File: src/rtl/led_pkg.sv
// Shared definitions for the LED pattern player.
//   state_e     : player states IDLE / RUN / DONE
//   ROM_AW      : pattern ROM address width ({page, step})
//   PER_W       : width of the step-period datapath
//   step_period : step period in clk cycles, base << fsel
package led_pkg;

  typedef enum logic [1:0] {
    IDLE = 2'd0,
    RUN  = 2'd1,
    DONE = 2'd2
  } state_e;

  localparam int unsigned ROM_AW = 5;
  localparam int unsigned PER_W  = 16;

  function automatic logic [PER_W-1:0] step_period(input int unsigned base,
                                                   input logic [2:0]  fsel);
    return PER_W'(base) << fsel;
  endfunction

endpackage

File: src/rtl/led_step_prescaler.sv
// Step-rate prescaler: counts enabled cycles and flags the last cycle of
// each step period.
//   clk, reset : clock, asynchronous active-low reset
//   clr        : force count to zero
//   en         : count enable
//   period     : step period in cycles (>= 1)
//   tick       : high when count == period-1 and en is set
module led_step_prescaler
  import led_pkg::*;
(
  input  logic             clk,
  input  logic             reset,
  input  logic             clr,
  input  logic             en,
  input  logic [PER_W-1:0] period,
  output logic             tick
);

  logic [PER_W-1:0] cnt_q, cnt_d;

  always_comb begin
    tick  = en && (cnt_q == period - 1'b1);
    cnt_d = cnt_q;
    if (clr || tick) begin
      cnt_d = '0;
    end else if (en) begin
      cnt_d = cnt_q + 1'b1;
    end
  end

  always_ff @(posedge clk or negedge reset) begin
    if (!reset) begin
      cnt_q <= '0;
    end else begin
      cnt_q <= cnt_d;
    end
  end

endmodule

File: src/rtl/led_seq_ctrl.sv
// Sequenced playback controller for the 32x8 LED pattern ROM.
//   clk, reset : clock, asynchronous active-low reset
//   start/stop : begin playback (from IDLE) / abort (highest priority)
//   fsel       : rate select, step period = BASE_DIV << fsel
//   psel_req   : requested page, applied in IDLE and at pass boundaries
//   alt_en     : toggle page after every completed pass
//   rep_cnt    : passes to play, 0 = forever
//   mem_addr   : ROM address {page, step}
//   step_en    : one-cycle ROM read strobe
//   busy       : high in RUN
//   done       : one-cycle pulse at normal completion
//   loop_cnt   : completed passes since start (wraps)
module led_seq_ctrl
  import led_pkg::*;
#(
  parameter int unsigned STEP_W   = ROM_AW - 1,
  parameter int unsigned BASE_DIV = 2,
  parameter int unsigned REP_W    = 4
) (
  input  logic              clk,
  input  logic              reset,
  input  logic              start,
  input  logic              stop,
  input  logic [2:0]        fsel,
  input  logic              psel_req,
  input  logic              alt_en,
  input  logic [REP_W-1:0]  rep_cnt,
  output logic [STEP_W:0]   mem_addr,
  output logic              step_en,
  output logic              busy,
  output logic              done,
  output logic [REP_W-1:0]  loop_cnt
);

  state_e              state_q, state_d;
  logic [STEP_W-1:0]   step_q, step_d;
  logic                page_q, page_d;
  logic [2:0]          fsel_q, fsel_d;
  logic [REP_W-1:0]    rep_q, rep_d;
  logic                alt_q, alt_d;
  logic [REP_W-1:0]    loop_q, loop_d;
  logic                step_en_q, step_en_d;
  logic                busy_q, busy_d;
  logic                done_q, done_d;

  logic [PER_W-1:0]    period;
  logic                tick;

  assign period = step_period(BASE_DIV, fsel_q);

  // Count only in RUN; holding it clear elsewhere makes every pass start
  // from a zero prescaler without extra start/stop handling.
  led_step_prescaler u_prescaler (
    .clk    (clk),
    .reset  (reset),
    .clr    (state_q != RUN),
    .en     (state_q == RUN),
    .period (period),
    .tick   (tick)
  );

  always_comb begin
    state_d   = state_q;
    step_d    = step_q;
    page_d    = page_q;
    fsel_d    = fsel_q;
    rep_d     = rep_q;
    alt_d     = alt_q;
    loop_d    = loop_q;
    step_en_d = 1'b0;
    busy_d    = 1'b0;
    done_d    = 1'b0;

    case (state_q)
      IDLE: begin
        step_d = '0;
        page_d = psel_req;
        if (start && !stop) begin
          fsel_d    = fsel;
          rep_d     = rep_cnt;
          alt_d     = alt_en;
          loop_d    = '0;
          state_d   = RUN;
          step_en_d = 1'b1;
          busy_d    = 1'b1;
        end
      end

      RUN: begin
        busy_d = 1'b1;
        if (stop) begin
          state_d = IDLE;
          step_d  = '0;
          busy_d  = 1'b0;
        end else if (tick) begin
          if (step_q != '1) begin
            step_d    = step_q + 1'b1;
            step_en_d = 1'b1;
            fsel_d    = fsel;
          end else begin
            loop_d = loop_q + 1'b1;
            if ((rep_q != '0) && (loop_d == rep_q)) begin
              state_d = DONE;
              step_d  = '0;
              busy_d  = 1'b0;
              done_d  = 1'b1;
            end else begin
              step_d    = '0;
              step_en_d = 1'b1;
              page_d    = alt_q ? ~page_q : psel_req;
              fsel_d    = fsel;
            end
          end
        end
      end

      DONE: begin
        state_d = IDLE;
      end

      default: begin
        state_d = IDLE;
      end
    endcase
  end

  always_ff @(posedge clk or negedge reset) begin
    if (!reset) begin
      state_q   <= IDLE;
      step_q    <= '0;
      page_q    <= 1'b0;
      fsel_q    <= '0;
      rep_q     <= '0;
      alt_q     <= 1'b0;
      loop_q    <= '0;
      step_en_q <= 1'b0;
      busy_q    <= 1'b0;
      done_q    <= 1'b0;
    end else begin
      state_q   <= state_d;
      step_q    <= step_d;
      page_q    <= page_d;
      fsel_q    <= fsel_d;
      rep_q     <= rep_d;
      alt_q     <= alt_d;
      loop_q    <= loop_d;
      step_en_q <= step_en_d;
      busy_q    <= busy_d;
      done_q    <= done_d;
    end
  end

  assign mem_addr = {page_q, step_q};
  assign step_en  = step_en_q;
  assign busy     = busy_q;
  assign done     = done_q;
  assign loop_cnt = loop_q;

endmodule

File: config.mk
export PLATFORM = sky130hd
export DESIGN_NAME = led_seq_ctrl
export DESIGN_NICKNAME = d
export VERILOG_FILES = /design/src/rtl/led_pkg.sv /design/src/rtl/led_step_prescaler.sv /design/src/rtl/led_seq_ctrl.sv
export SDC_FILE = /design/constraint.sdc
export NUM_CORES = 1
export LEC_CHECK = 0
export BUFFER_PORTS_ARGS = -buffer_cell sky130_fd_sc_hd__buf_2
export CELL_PAD_IN_SITES_DETAIL_PLACEMENT = 1
export CELL_PAD_IN_SITES_GLOBAL_PLACEMENT = 2
export CORE_MARGIN = 2
export CORE_UTILIZATION = 34
export CTS_CLUSTER_DIAMETER = 50
export DETAILED_ROUTE_END_ITERATION = 10
export PLACE_DENSITY = 0.75
export RECOVER_POWER = 100
export SLEW_MARGIN = 20
export SYNTH_ARGS = -nofsm -noshare
export SYNTH_HDL_FRONTEND = slang
export SYNTH_HIERARCHICAL = 1
export SYNTH_SLANG_ARGS = --single-unit
File: constraint.sdc
create_clock -name clk -period 3.6 [get_ports clk]
set_input_delay 0.72 -clock clk [delete_from_list [all_inputs] [get_ports clk]]
set_output_delay 0.72 -clock clk [all_outputs]
set_load 0.01 [all_outputs]
==> run summary <==
Synth Instances - 274
number of distinct library cells after synthesis - 58
GP Congestion - 0.7474
GRT met3 Usage - 0.02158
P&R area growth vs syn - 16.55%
Clock Sinks - 38
Ys Warns - 6
Die H - 91.47 microns
GRT Util Overall - 0.1590
final hold vios - 0
Site Rows - 31
Nets - 356
Avg Inst Size Synth - 9.494 sq um
failing checks - capacitance limit, slew limit
Final Power - 1.118 mW
Relative slew margins - -0.4144
most frequent cells in the layout - 38 x dfrtp_1, 33 x conb_1, 22 x xnor2_1
CTS HTree Levels - 2
crit-path cells - and3b_1 > or3_2 > nor2_1 > o2111ai_1 > a2111oi_1 > buf_4 > and4_4 > nand4_1 > o21ai_1 > nand2b_1 > nor3_1 > o22a_1
VDD IR max - 0.0001907 V
Netlist Area Pre-Place - 0.002601 sq mm
Die Span X - 91.47 microns
DP HPWL - 4769 microns
Max Clock Freq - 303.0 MHz
Period Utilization, post-route - 0.9167
FF+latch count, synth - 38
Initial Utilization - 0.3548
RSZ-0062 raised after global routing - false
largest cells by area after synthesis - dfrtp_1 37%, xnor2_1 7.4%, xor2_1 5.7%, nor3_2 3.5%, nor3_1 3.3%
critical path depth - 12
grt met1 use - 0.1941
Slew @ Worst Pin - 2.122 ns
number of global-route vias before repair - 2312
status - complete, but fails checks
Max stage delay on crit path - 0.53 ns
Routed wire per std cell - 13.78 microns
grt total ovfl - 0
Final min period - 3.300 ns
CTS root buf - clkbuf_8
setup slack, reg-to-reg - 0.30 ns
number of port buffers - 24
FF-to-FF path depth - 12
Critical Path Sink Type - register
Hold Slack - 0.5404 ns
clk slew on worst S/H paths - 0.08 ns
Routed Antenna Nets - 0
routed via count - 2132
PwrDens - 368.7 mW/mm^2
# DRC - 0
layout cells sized above 1 - 0.1588
worst reg2reg path startpoint - fsel_q[2]
hold crit path type - register to register
RR Endpoint - page_q
TritonCTS buffer count - 5
vias per inst - 4.856
Max Cap Violations - 1
Critical Path Source - fsel_q[2]
area leader, netlist - dfrtp_1
CP arrival - 3.54 ns
first-pass GRT wire length - 10870 microns
placed inst area - 0.002987 sq mm
Yosys top cell area share - 0.3656
Die Area - 0.008367 sq mm
M2 GR Usage - 0.2868
global route hottest layer - met2
post-route cell area - 0.003032 sq mm
CORE AREA - 0.007331 sq mm
pin count of the biggest net entering global routing - 39
Routed Wire Length - 6049 microns
starting DRC count in detailed routing - 49
EDFF count, synth - 0
final setup vio count - 0
critical path data required time - 3.84 ns
max-slew violations - 39
Worst path top cell family by delay - simple AND/OR/NAND/NOR gates
critical path launch point type - register
initial antenna violation count - 0
Worst Setup EP - page_q
Post-CTS Setup Repair Bufs - 0
CTS tree - yes
io pins - 25
top_reg_cell synth - dfrtp_1
Slowest-stage cell, CP - or3_2
P_leak - 1.268 nW
sequential-to-total area share from yosys stat - 0.3656
setup TNS - 0 ns
most common library cell in the layout ignoring fill and taps - dfrtp_1
clock skew - 0.008246 ns
DR pass1 iterations - 4
Antenna Cells - 0
crit-path max FO - 9
clk_lat worst skew - 0.29 ns
Post-synth ARST share - 1.000
critical path class - register to register
CP Buf/Inv Count - 1
CTS Buffer Depth - 2
per-layer routing:
layer  up-vias  routed length, microns  share of wire
met3         8                      98          0.016
met5         -                       0              0
li1       1071                       -              -
met4         0                      91          0.015
met2        21                    3086           0.51
met1      1032                    2773           0.46
where the power goes:
group | switching [mW] | internal [mW] | leakage, nW
Combinational | 0.169 | 0.142 | 0.714
Sequential | 0.0382 | 0.454 | 0.507
Clock | 0.160 | 0.154 | 0.0472
Total | 0.367 | 0.751 | 1.27
cell usage after synthesis (2+ instances only):
cell and count:
a21o_1 3, ha_1 4, o21ai_0 13, dfrtp_1 38
or2_1 2, a22o_1 2, nor3b_1 3, and3_1 2
nor3_2 9, nand3b_1 2, nor4_1 8, mux2_2 5
a21oi_1 7, o21ai_1 4, nor4b_1 2, nor3_1 17
clkbuf_1 6, xor2_1 17, nand3_2 2, mux2_4 4
nand3_1 11, nor2_1 20, buf_6 2, nand2b_1 4
or3_2 2, nand2_1 20, xnor2_1 22, inv_1 7
nand4_1 7
state kept, by name, summed over array words and instances (netlist names):
register           count
done                   1
step_q                 4
rep_q                  4
state_q                2
alt_q                  1
busy                   1
fsel_q                 3
page_q                 1
step_en                1
loop_cnt               4
u_prescaler/cnt_q     16
stage by stage:
step                cells  worst slack [ns]  utilization
global placement      431            0.2099       0.4074
floorplan             306            0.2733            -
detailed placement    431            0.1727       0.4074
finish                439            0.2999       0.4136
global route          439           0.02853       0.4136
CTS                   439            0.1343       0.4204
how the worst min path moves through the flow:
stage | from | cells after the start | to
global route | alt_q | 1 | alt_q
finish | alt_q | 1 | alt_q
floorplan | reset | 0 | alt_q
CTS | alt_q | 1 | alt_q
global placement | page_q | 1 | page_q
detailed placement | alt_q | 1 | alt_q
area by class of cell:
class / instances / area, sq um
Multi-Input combinational cell: 250 / 1647
Clock buffer: 6 / 82.58
Fill cell: 894 / 4299
Inverter: 7 / 26.28
Tap cell: 99 / 123.9
Sequential cell: 38 / 950.9
Timing Repair Buffer: 37 / 188.9
Clock inverter: 2 / 12.51
what timing repair did:
action / 4_1_cts / 5_1_grt
setup endpoints to repair: 0 / 15
hold buffers: 0 / 0
resized for setup: 0 / 6
kinds of logic (layout without fill, tap and decap cells):
kind of cell / after synthesis / count (layout) / share of synthesized area
and+or+nand+nor: 122 / 122 / 0.2828
AOI/OAI and AO/OA: 40 / 40 / 0.1001
xor gates and xnor gates: 40 / 40 / 0.1376
DFF: 38 / 38 / 0.3656
buffers and inverters: 18 / 52 / 0.03944
muxes: 11 / 11 / 0.05387
adders and majority gates: 4 / 4 / 0.01924
other: 1 / 33 / 0.001442
Power figures use the tool's default switching activity.
